===== config.mk =====
export PLATFORM = sky130hd
export DESIGN_NAME = uart_rx
export DESIGN_NICKNAME = d
export VERILOG_FILES = /design/src/rtl/uart_rx.sv
export SDC_FILE = /design/constraint.sdc
export NUM_CORES = 1
export LEC_CHECK = 0
export CORE_ASPECT_RATIO = 0.6
export CORE_MARGIN = 8
export CORE_UTILIZATION = 50
export CTS_CLUSTER_SIZE = 40
export DETAILED_ROUTE_END_ITERATION = 12
export GPL_ROUTABILITY_DRIVEN = 0
export PLACE_DENSITY = 0.78
export SYNTH_ARGS = -nofsm -noshare
export SYNTH_HDL_FRONTEND = slang
export SYNTH_SLANG_ARGS = --single-unit

===== constraint.sdc =====
create_clock -name i_uart_clk -period 5 [get_ports i_uart_clk]
set_clock_uncertainty 0.15 [all_clocks]
set_input_delay 1.25 -clock i_uart_clk [delete_from_list [all_inputs] [get_ports i_uart_clk]]
set_output_delay 1.25 -clock i_uart_clk [all_outputs]
set_load 0.1 [all_outputs]

===== src/rtl/uart_rx.sv =====
// Oversampling UART receiver: 2-flop synchroniser, mid-bit sampling FSM,
// and a valid/ready output register with framing-error and overrun pulses.
module uart_rx #(
  parameter int N_DATA_BITS = 8,
  parameter int OVERSAMPLE  = 16
) (
  input  logic                   i_uart_clk,
  input  logic                   i_uart_reset,
  input  logic                   i_uart_en,
  input  logic                   i_uart_rx,
  input  logic                   i_uart_ready,
  output logic [N_DATA_BITS-1:0] o_uart_data,
  output logic                   o_uart_data_valid,
  output logic                   o_uart_frame_err,
  output logic                   o_uart_overrun,
  output logic                   o_uart_busy
);

  localparam int TW = $clog2(OVERSAMPLE);
  localparam int BW = (N_DATA_BITS > 1) ? $clog2(N_DATA_BITS) : 1;
  localparam logic [TW-1:0] TICK_HALF = TW'(OVERSAMPLE / 2 - 1);
  localparam logic [TW-1:0] TICK_LAST = TW'(OVERSAMPLE - 1);
  localparam logic [BW-1:0] BIT_LAST  = BW'(N_DATA_BITS - 1);

  typedef enum logic [2:0] {
    S_IDLE,
    S_START,
    S_DATA,
    S_STOP,
    S_WAIT_IDLE
  } state_t;

  state_t                   r_state;
  logic [TW-1:0]            r_tick;
  logic [BW-1:0]            r_bit;
  logic [N_DATA_BITS-1:0]   r_shift;
  logic                     r_rx_meta;
  logic                     r_rx_s;

  state_t                   w_state_nxt;
  logic [TW-1:0]            w_tick_nxt;
  logic [BW-1:0]            w_bit_nxt;
  logic [N_DATA_BITS-1:0]   w_shift_nxt;
  logic                     w_load;
  logic                     w_ferr;

  always_comb begin
    w_state_nxt = r_state;
    w_tick_nxt  = r_tick;
    w_bit_nxt   = r_bit;
    w_shift_nxt = r_shift;
    w_load      = 1'b0;
    w_ferr      = 1'b0;
    if (i_uart_en) begin
      case (r_state)
        S_IDLE: begin
          if (!r_rx_s) begin
            w_state_nxt = S_START;
            w_tick_nxt  = '0;
          end
        end
        S_START: begin
          // Half a bit in: a still-low line is a real start, otherwise a glitch.
          if (r_tick == TICK_HALF) begin
            w_tick_nxt = '0;
            if (!r_rx_s) begin
              w_state_nxt = S_DATA;
              w_bit_nxt   = '0;
            end else begin
              w_state_nxt = S_IDLE;
            end
          end else begin
            w_tick_nxt = r_tick + 1'b1;
          end
        end
        S_DATA: begin
          if (r_tick == TICK_LAST) begin
            w_shift_nxt[r_bit] = r_rx_s;
            w_tick_nxt         = '0;
            if (r_bit == BIT_LAST) begin
              w_state_nxt = S_STOP;
            end else begin
              w_bit_nxt = r_bit + 1'b1;
            end
          end else begin
            w_tick_nxt = r_tick + 1'b1;
          end
        end
        S_STOP: begin
          if (r_tick == TICK_LAST) begin
            w_tick_nxt = '0;
            if (r_rx_s) begin
              w_load      = 1'b1;
              w_state_nxt = S_IDLE;
            end else begin
              w_ferr      = 1'b1;
              w_state_nxt = S_WAIT_IDLE;
            end
          end else begin
            w_tick_nxt = r_tick + 1'b1;
          end
        end
        S_WAIT_IDLE: begin
          // Holding here until the line rises keeps a break to a single error.
          if (r_rx_s) begin
            w_state_nxt = S_IDLE;
          end
        end
        default: begin
          w_state_nxt = S_IDLE;
        end
      endcase
    end
  end

  always_ff @(posedge i_uart_clk) begin
    if (!i_uart_reset) begin
      r_rx_meta         <= 1'b1;
      r_rx_s            <= 1'b1;
      r_state           <= S_IDLE;
      r_tick            <= '0;
      r_bit             <= '0;
      r_shift           <= '0;
      o_uart_data       <= '0;
      o_uart_data_valid <= 1'b0;
      o_uart_frame_err  <= 1'b0;
      o_uart_overrun    <= 1'b0;
    end else begin
      r_rx_meta        <= i_uart_rx;
      r_rx_s           <= r_rx_meta;
      r_state          <= w_state_nxt;
      r_tick           <= w_tick_nxt;
      r_bit            <= w_bit_nxt;
      r_shift          <= w_shift_nxt;
      o_uart_frame_err <= w_ferr;
      o_uart_overrun   <= w_load & o_uart_data_valid & ~i_uart_ready;
      if (w_load) begin
        o_uart_data       <= r_shift;
        o_uart_data_valid <= 1'b1;
      end else if (i_uart_ready) begin
        o_uart_data_valid <= 1'b0;
      end
    end
  end

  assign o_uart_busy = (r_state != S_IDLE);

endmodule


==> flow_summary_export.csv, run 1 <==
group,metric,value,unit
outcome,status,"finished clean",
cts,cts_buffers,5,
worst_setup_path,regToRegStartpoint,"r_state[0]$_SDFFE_PN0P_",
finish,post-route-util,60.7,%
global_route,grt_pass1_vias,1042,
synthesis,synthTopCellsByArea,"dfxtp_1, mux2i_1, nand2_1, nand3_1, o21ai_1",
synthesis,synth_compound_area_share,11.9,%
timing,slew_headroom,22.3,%
synthesis,async_reset_ff_share,0,%
placed_design,hpwl,2.17,mm
synthesis,seq_area_frac_synth,41.9,%
synthesis,netlist_area,1480,µm²
timing,rsz0062_at_grt,"false",
synthesis,synthMuxAreaShare,8.11,%
worst_setup_path,cp_slowest_cell,"clkdlybuf4s50_1",
cts,cts_max_level,2,
floorplan,die_h,58.2,µm
global_route,grt_first_pass_wirelength,4.60,mm
timing,fin_crit,3.79,ns
synthesis,yosysUniqueCellTypes,41,
cts,cts_max_path_buffers,2,
synthesis,synth_fp_nets,168,
synthesis,synth_seq_cells,31,
cts,tritoncts,"built",
timing,min_period_over_period,75.7,%
worst_setup_path,worstPathArrival,2.39,ns
detailed_routing,firstDrtPassIters,4,
synthesis,synth_edf_count,0,
cts,clock_sinks,31,
detailed_routing,drt_first_iter_violations,63,
floorplan,pin_count,17,
worst_setup_path,crit_required,3.60,ns
detailed_routing,wl_per_cell,13.8,µm
finish,drive_above_1_share,9.20,%
cts,cts-resized-gates,0,
placed_design,post-place-cells,209,
worst_setup_path,path_max_fanout,16,
timing,drv_slew,0,
run,cap_violations,0,
worst_setup_path,startpoint,"r_state[0]$_SDFFE_PN0P_",
finish,final_nets,182,
power_and_ir_drop,p_leak,0.627,nW
cts,clk-insertion-delay-late,0.27,ns
worst_setup_path,r2r_cells,4,
finish,final_cells,216,
finish,n_fill_cell,251,
synthesis,yosys.area_share.simple,31.2,%
worst_setup_path,endpoint_kind,"primary output",
synthesis,syn_inst,160,
cts,post-cts-setup-buffers,0,
global_route,grt-ovfl-total,0,
detailed_routing,drcViolationCount,0,
floorplan,die_w,86.3,µm
synthesis,ys.flop_type,"dfxtp_1",
finish,n_antenna_cell,0,
synthesis,yosys.area.top_type_share,41.9,%
cts,cts_root_buf,"clkbuf_8",
detailed_routing,viasPerCell,5.37,
timing,max_clock_freq,264,MHz
min_path,worstHoldStart,"r_rx_meta$_SDFF_PN1_",
worst_setup_path,cp_slowest_stage_delay,1.13,ns
timing,finalSetupTns,0,ns
timing,hold_viol_final,0,
detailed_routing,wirelength,2.97,mm
power_and_ir_drop,ir_worst_vdd,165,µV
global_route,grtUsageTotal,11.9,%
finish,area_growth,17.0,%
worst_setup_path,cp-start-kind,"flip-flop",
min_path,min_path_type,"reg2reg",
global_route,grt_max_degree,36,
worst_setup_path,path_class,"reg2out",
finish,multi_input_area,805,µm²
global_route,antenna_found_initial,0,
timing,worst_slew_pin_slew,1.16,ns
synthesis,yosys.area.top_type,"dfxtp_1",
finish,ff_latch_area,621,µm²
worst_setup_path,crit_chain,"or3_4 -> clkdlybuf4s50_1",
floorplan,start_util,51.9,%
power_and_ir_drop,powerDensity,270,nW/µm²
detailed_routing,ant_nets,0,
floorplan,die_area,5020,µm²
floorplan,core_region_area,2850,µm²
timing,setup_viol_count_final,0,
synthesis,ys_warn_count,0,
synthesis,synth_xor_area_share,0.591,%
placed_design,portBuffers,16,
detailed_routing,vias,1159,
synthesis,avgSynthCellArea,9.26,µm²
floorplan,rows,15,
cts,clk_pin_slew,0.06,ns
min_path,hold_depth,1,
cts,cts_hold_buf,0,
synthesis,synth-adder-area-share,2.53,%
synthesis,synth_top_family_by_area,"simple AND/OR/NAND/NOR gates",
## layout by cell type (no fill, tap or decap), types with 2 or more instances in the layout
master / n
a22oi_1: 2
nor4_4: 2
a21o_1: 2
ha_1: 3
clkdlybuf4s50_1: 16
nand2b_1: 6
nand2_1: 25
nor2_1: 6
nor3b_1: 3
nor3_1: 2
a21oi_1: 5
mux2i_1: 12
nand4_1: 3
clkbuf_8: 6
nor2b_1: 5
nand3_1: 13
dfxtp_1: 31
inv_1: 2
o21ai_1: 9
## registers in the layout, indices dropped and copies added (netlist names)
signal and count:
o_uart_data 8, o_uart_frame_err 1, r_rx_meta 1, o_uart_data_valid 1, o_uart_overrun 1, r_bit 3, r_rx_s 1, r_shift 8
r_tick 4, r_state 3
## cells by family after synthesis
logic type / count (synthesis)
and+or+nand+nor: 76
DFF: 31
AOI/OAI and AO/OA: 26
muxes: 12
buffers and inverters: 11
adders and majority gates: 3
xor gates and xnor gates: 1
## worst max-delay path: cells and delay by family (launching register included)
| family | cells | cell delay, ns |
|---|---|---|
| buffers and inverters | 1 | 1.13 |
| flip-flops | 1 | 0.74 |
| AND/OR/NAND/NOR | 1 | 0.24 |
## worst paths after layout
kind | to | slack, ns
hold reg to reg | r_rx_s$_SDFF_PN1_ | 0.27
setup / recovery | o_uart_busy | 1.21
setup reg to reg | r_bit[0]$_SDFFE_PN0P_ | 3.18
hold / removal | r_rx_s$_SDFF_PN1_ | 0.27
## through the flow
stage / hold slack (ns) / setup slack, ns / cell area [µm²] / power, W
finish: 0.266 / 1.21 / 1730 / 0.000469
global route: 0.297 / 1.14 / 1730 / 0.000487
CTS: 0.267 / 1.20 / 1730 / 0.000473
detailed placement: 0.252 / 1.51 / 1650 / 0.000284
global placement: 0.240 / 1.54 / 1650 / 0.000283
floorplan: 0.236 / 2.65 / 1480 / 0.000277
## layout make-up
cell class / count / area share [%]
clock buffer: 6 / 4.77
clock inverter: 1 / 0.289
inverter: 2 / 0.433
multi-input combinational: 118 / 46.4
sequential: 31 / 35.8
tap: 42 / 3.03
timing repair buffer: 16 / 9.24
## power by group
| group | internal (W) | switching, W | total [W] |
|---|---|---|---|
| clock | 0.000108 | 0.0000824 | 0.000190 |
| combinational | 0.00000983 | 0.0000158 | 0.0000256 |
| sequential | 0.000249 | 0.00000439 | 0.000253 |
## synth_stat cells (3+ instances only)
master / instances
a21oi_1: 5
buf_2: 3
clkbuf_1: 4
dfxtp_1: 31
ha_1: 3
mux2i_1: 12
nand2_1: 25
nand2b_1: 6
nand3_1: 13
nand4_1: 3
nor2_1: 6
nor2b_1: 5
nor3b_1: 3
o21ai_1: 9
## layer usage
metal	vias to the layer above	global-route usage, %	part of all wire (%)
li1	599	-	-
met1	529	13.6	47
met2	27	18.4	45
met3	4	5.63	6.8
met4	0	5.60	0.77
met5	-	0	0
No activity file was read; power rests on OpenSTA's default activity.
==> run 2, diff against run 1 <==
--- a/config.mk
+++ b/config.mk
@@ -7,11 +7,11 @@
 export LEC_CHECK = 0
 export CORE_ASPECT_RATIO = 0.6
 export CORE_MARGIN = 8
-export CORE_UTILIZATION = 50
+export CORE_UTILIZATION = 49
 export CTS_CLUSTER_SIZE = 40
 export DETAILED_ROUTE_END_ITERATION = 12
 export GPL_ROUTABILITY_DRIVEN = 0
-export PLACE_DENSITY = 0.78
+export PLACE_DENSITY = 0.8
 export SYNTH_ARGS = -nofsm -noshare
 export SYNTH_HDL_FRONTEND = slang
 export SYNTH_SLANG_ARGS = --single-unit
==> constraint.sdc (replaced) <==
create_clock -name i_uart_clk -period 3.4 [get_ports i_uart_clk]
set_clock_uncertainty 0.15 [all_clocks]
set_input_delay 0.85 -clock i_uart_clk [delete_from_list [all_inputs] [get_ports i_uart_clk]]
set_output_delay 0.85 -clock i_uart_clk [all_outputs]
set_load 0.1 [all_outputs]
==> flow_summary_export.csv, run 2 (same netlist as run 1, synthesis figures left out) <==
group,metric,value,unit
finish,n_fill_cell,240,
detailed_routing,wl_per_cell,13.8,µm
placed_design,portBuffers,16,
floorplan,die_h,58.6,µm
worst_setup_path,reg2reg_to,"r_bit[2]$_SDFFE_PN0P_",
worst_setup_path,path_max_fanout,16,
finish,ff_latch_area,621,µm²
timing,worst_slew_pin_slew,0.729,ns
finish,mostFrequentLayoutCell,"dfxtp_1",
detailed_routing,firstDrtPassIters,4,
cts,tritoncts,"built",
cts,post-cts-setup-buffers,0,
outcome,status,"finished clean",
worst_setup_path,crit_required,2.40,ns
timing,holdWs,0.256,ns
min_path,worstHoldStart,"r_rx_meta$_SDFF_PN1_",
finish,multi_input_area,805,µm²
cts,cts_root_buf,"clkbuf_8",
timing,slew_headroom,51.2,%
finish,final_cells,218,
detailed_routing,viasPerCell,5.35,
power_and_ir_drop,powerDensity,452,nW/µm²
global_route,grt_pass1_vias,1074,
min_path,min_path_type,"reg2reg",
worst_setup_path,path_class,"reg2out",
cts,cts-resized-gates,0,
finish,area_growth,17.5,%
floorplan,die_area,5100,µm²
cts,cts_max_path_buffers,2,
worst_setup_path,worstPathArrival,1.58,ns
detailed_routing,vias,1166,
timing,finalSetupTns,0,ns
finish,drive_above_1_share,17.0,%
global_route,grt_first_pass_wirelength,5.07,mm
finish,final_cell_mix,"dfxtp_1, nand2_1, nand3_1, buf_4, mux2i_1",
cts,clk-insertion-delay-late,0.29,ns
power_and_ir_drop,p_leak,0.671,nW
floorplan,pin_count,17,
timing,max_clock_freq,387,MHz
power_and_ir_drop,ir_worst_vdd,310,µV
worst_setup_path,r2r_cells,4,
timing,fin_crit,2.58,ns
timing,rsz0062_at_grt,"false",
detailed_routing,drcViolationCount,0,
finish,post-route-util,60.6,%
placed_design,preCtsSetupSlack,0.719,ns
cts,clock_sinks,31,
cts,clk_pin_slew,0.07,ns
cts,cts_buffers,5,
timing,setup_viol_count_final,0,
cts,cts_hold_buf,0,
placed_design,hpwl,2.22,mm
finish,final_nets,183,
timing,min_period_over_period,75.9,%
worst_setup_path,cp-start-kind,"flip-flop",
timing,final.setup.worst_slack,0.818,ns
floorplan,rows,15,
worst_setup_path,endpoint_kind,"primary output",
global_route,grt_max_degree,23,
detailed_routing,ant_nets,0,
global_route,grtUsageTotal,13.0,%
run,cap_violations,0,
timing,hold_viol_final,0,
min_path,hold_depth,1,
worst_setup_path,regToRegStartpoint,"r_state[0]$_SDFFE_PN0P_",
detailed_routing,wirelength,3.00,mm
floorplan,start_util,51.6,%
detailed_routing,drt_first_iter_violations,78,
floorplan,die_w,87.0,µm
cts,cts_max_level,2,
finish,n_antenna_cell,0,
finish,reg.largest.list,"o_uart_data (8), r_shift (8), r_tick (4)",
global_route,antenna_found_initial,0,
global_route,grt-ovfl-total,0,
floorplan,core_region_area,2870,µm²
placed_design,post-place-cells,210,
worst_setup_path,r2r_slack,1.56,ns
timing,drv_slew,0,
min_path,hold_path_end,"r_rx_s$_SDFF_PN1_",
-- run 2: changes by cell type in the layout (fill, tap and decap cells not counted), sizes merged --
cell	before	now
buf	0	13
bufinv	0	1
clkdlybuf4s50	16	4
-- run 2: power by group --
| part | switching, W | internal [W] | leakage (nW) |
|---|---|---|---|
| sequential | 0.00000660 | 0.000366 | 0.250 |
| combinational | 0.0000231 | 0.0000148 | 0.359 |
| clock | 0.000139 | 0.000237 | 0.0612 |
| total | 0.000169 | 0.000617 | 0.671 |
-- run 2: worst max path at each step --
stage                                  from               endpoint  slack (ns)  cells after the start
CTS                 r_state[0]$_SDFFE_PN0P_            o_uart_busy        0.81                      2
floorplan           r_state[1]$_SDFFE_PN0P_            o_uart_busy        1.45                      2
global route        r_state[0]$_SDFFE_PN0P_            o_uart_busy        0.75                      2
global placement               i_uart_reset  r_bit[0]$_SDFFE_PN0P_        0.75                      4
detailed placement             i_uart_reset  r_bit[1]$_SDFFE_PN0P_        0.72                      4
finish              r_state[0]$_SDFFE_PN0P_            o_uart_busy        0.82                      2
-- run 2: critical path, cell delays in order (launching register included) --
cell     delay [ns]
dfxtp_1        0.76
or3_4          0.25
buf_4          0.28
-- run 2: through the flow --
| step | instance area (µm²) | total power, W |
|---|---|---|
| 6_report | 1740 | 0.000786 |
| 5_1_grt | 1740 | 0.000811 |
| 4_1_cts | 1740 | 0.000791 |
| 3_5_place_dp | 1620 | 0.000418 |
| 3_3_place_gp | 1620 | 0.000417 |
| 2_1_floorplan | 1480 | 0.000407 |
-- run 2: layout make-up --
type                    instances  share of cell area, %
clock buffers                   6                   4.74
multi-input cells             118                   46.2
inverters                       2                  0.431
flip-flops and latches         31                   35.7
clock inverters                 2                   2.01
repair buffers                 17                   7.91
well taps                      42                   3.02
-- run 2: per-layer routing --
layer	part of all wire, %	GRT usage [%]	vias up
met4	0.77	6.57	0
li1	-	-	595
met3	6.1	6.24	2
met1	48	15.7	544
met2	45	18.6	25
met5	0	0	-
==> run 3, diff against run 2 <==
--- a/config.mk
+++ b/config.mk
@@ -7,11 +7,11 @@
 export LEC_CHECK = 0
 export CORE_ASPECT_RATIO = 0.6
 export CORE_MARGIN = 8
-export CORE_UTILIZATION = 49
+export CORE_UTILIZATION = 50
 export CTS_CLUSTER_SIZE = 40
 export DETAILED_ROUTE_END_ITERATION = 12
 export GPL_ROUTABILITY_DRIVEN = 0
-export PLACE_DENSITY = 0.8
+export PLACE_DENSITY = 0.78
 export SYNTH_ARGS = -nofsm -noshare
 export SYNTH_HDL_FRONTEND = slang
 export SYNTH_SLANG_ARGS = --single-unit
==> constraint.sdc (replaced) <==
create_clock -name i_uart_clk -period 2.38 [get_ports i_uart_clk]
set_clock_uncertainty 0.15 [all_clocks]
set_input_delay 0.595 -clock i_uart_clk [delete_from_list [all_inputs] [get_ports i_uart_clk]]
set_output_delay 0.595 -clock i_uart_clk [all_outputs]
set_load 0.1 [all_outputs]
==> flow_summary_export.csv, run 3 (same netlist as run 1, synthesis figures left out) <==
group,metric,value,unit
outcome,status,"finished clean",
min_path,min_path_type,"reg2reg",
power_and_ir_drop,p_switching,0.000223,W
power_and_ir_drop,finalPower,0.000999,W
cts,cts_max_level,2,
floorplan,die_area,5020,µm²
floorplan,pin_count,17,
finish,drive_above_1_share,17.0,%
placed_design,portBuffers,16,
floorplan,die_h,58.2,µm
power_and_ir_drop,p_int,0.000776,W
cts,cts_max_path_buffers,2,
detailed_routing,drcViolationCount,0,
power_and_ir_drop,pwr-share-clk,40.6,%
power_and_ir_drop,swShare,22.3,%
worst_setup_path,worstPathArrival,1.36,ns
finish,area_growth,17.7,%
finish,final_nets,184,
cts,cts_root_buf,"clkbuf_8",
global_route,grt_first_pass_wirelength,5.06,mm
global_route,grtUsageTotal,12.9,%
timing,final.setup.worst_slack,0.274,ns
global_route,antenna_found_initial,0,
floorplan,rows,15,
worst_setup_path,crit_required,1.63,ns
finish,reg.largest.list,"o_uart_data (8), r_shift (8), r_tick (4)",
detailed_routing,firstDrtPassIters,4,
power_and_ir_drop,powerDensity,573,nW/µm²
worst_setup_path,path_class,"reg2out",
timing,fin_crit,2.11,ns
cts,clk-insertion-delay-late,0.28,ns
floorplan,die_w,86.3,µm
detailed_routing,ant_nets,0,
worst_setup_path,r2r_slack,0.64,ns
timing,rsz0062_at_grt,"false",
floorplan,start_util,51.9,%
global_route,grt_max_degree,34,
cts,clock_sinks,31,
detailed_routing,wirelength,2.95,mm
cts,cts_hold_buf,0,
cts,cts_buffers,5,
timing,drv_slew,0,
timing,worst_slew_pin_slew,0.437,ns
power_and_ir_drop,ir_worst_vdd,415,µV
detailed_routing,wl_per_cell,13.5,µm
cts,post-cts-setup-buffers,0,
finish,mostFrequentLayoutCell,"dfxtp_1",
timing,slew_headroom,70.9,%
placed_design,hpwl,2.19,mm
detailed_routing,vias,1170,
power_and_ir_drop,pwr-share-seq,52.6,%
run,cap_violations,0,
global_route,grt_pass1_vias,1072,
floorplan,core_region_area,2850,µm²
power_and_ir_drop,combPwrFrac,6.8,%
cts,clk_pin_slew,0.06,ns
cts,cts-resized-gates,0,
global_route,grt-ovfl-total,0,
timing,min_period_over_period,88.5,%
placed_design,preCtsSetupSlack,0.109,ns
worst_setup_path,path_max_fanout,10,
worst_setup_path,endpoint_kind,"primary output",
cts,tritoncts,"built",
timing,finalSetupTns,0,ns
timing,hold_viol_final,0,
finish,n_antenna_cell,0,
finish,final_cell_mix,"dfxtp_1, nand2_1, nand3_1",
detailed_routing,drt_first_iter_violations,88,
worst_setup_path,cp-start-kind,"flip-flop",
finish,post-route-util,61.1,%
detailed_routing,viasPerCell,5.37,
timing,max_clock_freq,475,MHz
timing,setup_viol_count_final,0,
power_and_ir_drop,p_leak,0.669,nW
-- run 3: cell count changes in the layout (fill, tap and decap cells not counted) --
cell       previous run  this run
buf_12                0         2
buf_4                13        12
bufinv_16             1         0
-- run 3: metrics by stage --
| stage | hold WS [ns] | instance area (µm²) | cells |
|---|---|---|---|
| floorplan | 0.236 | 1480 | 160 |
| global placement | 0.240 | 1660 | 211 |
| detailed placement | 0.241 | 1660 | 211 |
| CTS | 0.260 | 1740 | 218 |
| global route | 0.273 | 1740 | 218 |
| finish | 0.257 | 1740 | 218 |
-- run 3: cell type report --
class                      instances  area [µm²]
multi-input combinational        118         805
timing repair buffer              18         170
fill                             249        1110
inverter                           2        7.51
sequential                        31         621
clock buffer                       6        82.6
tap                               42        52.6
clock inverter                     1        5.00
-- run 3: critical path, cell delays in order (launching register included) --
cell and delay [ns]:
dfxtp_1 0.44, or3_4 0.47, buf_12 0.18
-- run 3: power by group through the flow --
| stage | Clock, W | Combinational (W) | Sequential (W) |
|---|---|---|---|
| after floorplan | 0 | 0.0000443 | 0.000537 |
| after global placement | 0 | 0.0000668 | 0.000537 |
| after detailed placement | 0 | 0.0000675 | 0.000537 |
| after CTS | 0.000418 | 0.0000676 | 0.000526 |
| after global routing | 0.000438 | 0.0000731 | 0.000526 |
| final | 0.000405 | 0.0000680 | 0.000526 |
-- run 3: path summary, 6_finish.rpt --
check                           from  cells after the start                          end
max          r_state[1]$_SDFFE_PN0P_                      2                  o_uart_busy
max reg2reg   r_tick[1]$_SDFFE_PN0P_                      5  o_uart_data[3]$_SDFFE_PN0P_
min reg2reg     r_rx_meta$_SDFF_PN1_                      1            r_rx_s$_SDFF_PN1_
min             r_rx_meta$_SDFF_PN1_                      1            r_rx_s$_SDFF_PN1_
-- run 3: per-layer routing --
layer | vias to the layer above | part of all wire, % | track usage, %
li1 | 601 | - | -
met5 | - | 0 | 0
met1 | 528 | 50 | 16.7
met4 | 0 | 1.9 | 5.84
met2 | 34 | 41 | 18.3
met3 | 7 | 6.9 | 5.07
==> RTL edit: new RTL, flow settings as in run 2 <==
Take the reset off `r_shift` and load it in a clocked block of its own.
--- a/src/rtl/uart_rx.sv
+++ b/src/rtl/uart_rx.sv
@@ -120,7 +120,6 @@
       r_state           <= S_IDLE;
       r_tick            <= '0;
       r_bit             <= '0;
-      r_shift           <= '0;
       o_uart_data       <= '0;
       o_uart_data_valid <= 1'b0;
       o_uart_frame_err  <= 1'b0;
@@ -131,7 +130,6 @@
       r_state          <= w_state_nxt;
       r_tick           <= w_tick_nxt;
       r_bit            <= w_bit_nxt;
-      r_shift          <= w_shift_nxt;
       o_uart_frame_err <= w_ferr;
       o_uart_overrun   <= w_load & o_uart_data_valid & ~i_uart_ready;
       if (w_load) begin
@@ -143,6 +141,10 @@
     end
   end
 
+  always_ff @(posedge i_uart_clk) begin
+    r_shift <= w_shift_nxt;
+  end
+
   assign o_uart_busy = (r_state != S_IDLE);
 
 endmodule
Check against the original RTL: same outputs for any inputs over 10 cycles, from zero or initial values and one cycle with i_uart_reset low; that may be too few to reach the edited logic, so the function may still have changed.
==> RTL edit against run 2 <==
Utilization shrank 1.1 points; sequential cell count is the same; final area shrank 3.7%; power shrank 4.1%; wire length shrank 8.2%; synthesized area shrank 4.6%; critical path type is now primary input to flip-flop; largest power group is now registers; highest routed layer unchanged; setup slack gained 110 ps.
==> RTL edit: results (changes against run 2) <==
status:
  outcome: "complete, no violations"  # unchanged
clock_tree:
  clkTransAtPathRegs_ps: 60
  cts_made_buffers: 5  # unchanged
  clock_tree.htree_level_count: 2  # unchanged
  cts-resized-gates: 0  # unchanged
synth:
  synth_top_area_share_pct: 32.6  # was 41.9%
  syn-num-nets: 143  # was 168
  yosys-top-cells-count: "sky130_fd_sc_hd__dfxtp_1 (23), sky130_fd_sc_hd__nor2b_1 (13), sky130_fd_sc_hd__mux2i_1 (11)"  # was sky130_fd_sc_hd__dfxtp_1 (31), sky130_fd_sc_hd__nand2_1 (25), sky130_fd_sc_hd__nand3_1 (13)
  edff_count_synth: 8  # was 0
  synth_cell_types: 43  # was 41
  ys_top_cells_by_area: "sky130_fd_sc_hd__dfxtp_1 (33%), sky130_fd_sc_hd__edfxtp_1 (17%), sky130_fd_sc_hd__mux2i_1 (7.8%), sky130_fd_sc_hd__nor2b_1 (5.8%), sky130_fd_sc_hd__nand2b_1 (3.1%)"  # was sky130_fd_sc_hd__dfxtp_1 (42%), sky130_fd_sc_hd__mux2i_1 (8.1%), sky130_fd_sc_hd__nand2_1 (6.3%), sky130_fd_sc_hd__nand3_1 (4.4%), sky130_fd_sc_hd__o21ai_1 (3.0%)
  synth-seq-area-share_pct: 49.6  # was 41.9%
power:
  leakage_nw: 0.606  # was 0.671 nW
  ir_worst_vdd_uv: 281  # was 310 uV
drt:
  drt-pass1-iter-count: 4  # unchanged
  via_to_cell_ratio: 5.39  # was 5.35
  top_layer: "met4"  # unchanged
  wl_met2_um: 1310  # was 1340 um
  drt-total-wl_um: 2750  # was 3000 um
  wl_met3_um: 201  # was 182 um
  drt_iter0_markers: 85  # was 78
  wl_met1_um: 1220  # was 1450 um
global_routing:
  grt_max_degree: 21  # was 23
  groute.layer.met2.usage_pct: 19.9  # was 18.6%
  first_global_vias: 955  # was 1074
  grt_first_pass_wirelength_um: 4600  # was 5070 um
  initial_antenna_violation_count: 0  # unchanged
  grt_util_met3_pct: 4.79  # was 6.24%
  grt_use_met1_pct: 12.9  # was 15.7%
  grt_use_total_pct: 11.8  # was 13.0%
place:
  dp.final_hpwl_um: 2040  # was 2220 um
  numPortBuffers: 16  # unchanged
layout:
  nets: 163  # was 183
  drive_above_1_share_pct: 19.2  # was 17.0%
  diodes: 0  # unchanged
setup_path:
  crit_path_max_fanout: 7  # was 16
  top_delay_family_on_crit_path: "simple AND/OR/NAND/NOR gates"  # was flip-flops
  timing.critical_path.slowest_cell_delay_ps: 590  # was 760 ps
  critPathSlowestCell: "sky130_fd_sc_hd__clkdlybuf4s50_1"  # was sky130_fd_sc_hd__dfxtp_1
  critical_path_arrival_ps: 2310  # was 1580 ps
sta:
  slew_headroom_pct: 69.6  # was 51.2%
-- RTL edit: area by class of cell --
cell class / count / area [um^2]
flip-flops and latches: 31 / 701
fillers: 244 / 1140
multi-input cells: 97 / 668
clock buffers: 5 / 68.8
well taps: 34 / 42.5
inverters: 1 / 3.75
clock inverters: 3 / 38.8
repair buffers: 19 / 153
-- RTL edit: power breakdown --
group	internal, mW	switching (mW)	total (mW)
sequential	0.379	0.00335	0.383
clock	0.214	0.132	0.346
combinational	0.0115	0.0132	0.0247
-- RTL edit: cells by family (layout without fill, tap and decap cells) --
logic type,count (synthesis),after routing,synth area share [%]
buf+inv,7,28,3.19
flops,31,31,49.6
compound gates,17,17,8.94
xor+xnor,1,1,0.620
simple gates,65,65,27.3
fa+ha+maj,3,3,2.66
mux,11,11,7.79
-- RTL edit: through the flow --
stage / instances / hold WS (ps) / setup slack, ps / util [%] / cell area, um^2
after floorplan: 135 / 236 / 1200 / - / 1410
after global placement: 182 / 245 / 701 / 55.7 / 1570
after detailed placement: 182 / 242 / 644 / 55.7 / 1570
after CTS: 190 / 257 / 941 / 59.5 / 1680
after global routing: 190 / 271 / 890 / 59.5 / 1680
final: 190 / 254 / 929 / 59.5 / 1680
-- RTL edit: worst reg2reg max path, cell delays in order, from the launching register on --
cell and delay (ps):
sky130_fd_sc_hd__dfxtp_1 390, sky130_fd_sc_hd__ha_1 300, sky130_fd_sc_hd__nand4_1 170, sky130_fd_sc_hd__or4_4 540
sky130_fd_sc_hd__nor2_1 160
-- RTL edit: final timing paths --
kind	slack [ps]	to	depth (start not counted)	startpoint
worst max-delay path	930	r_shift[4]	4	i_uart_en
worst min-delay path	250	r_rx_s	1	r_rx_meta
worst max register to register	1400	r_shift[4]	4	r_tick[0]
worst min register to register	250	r_rx_s	1	r_rx_meta
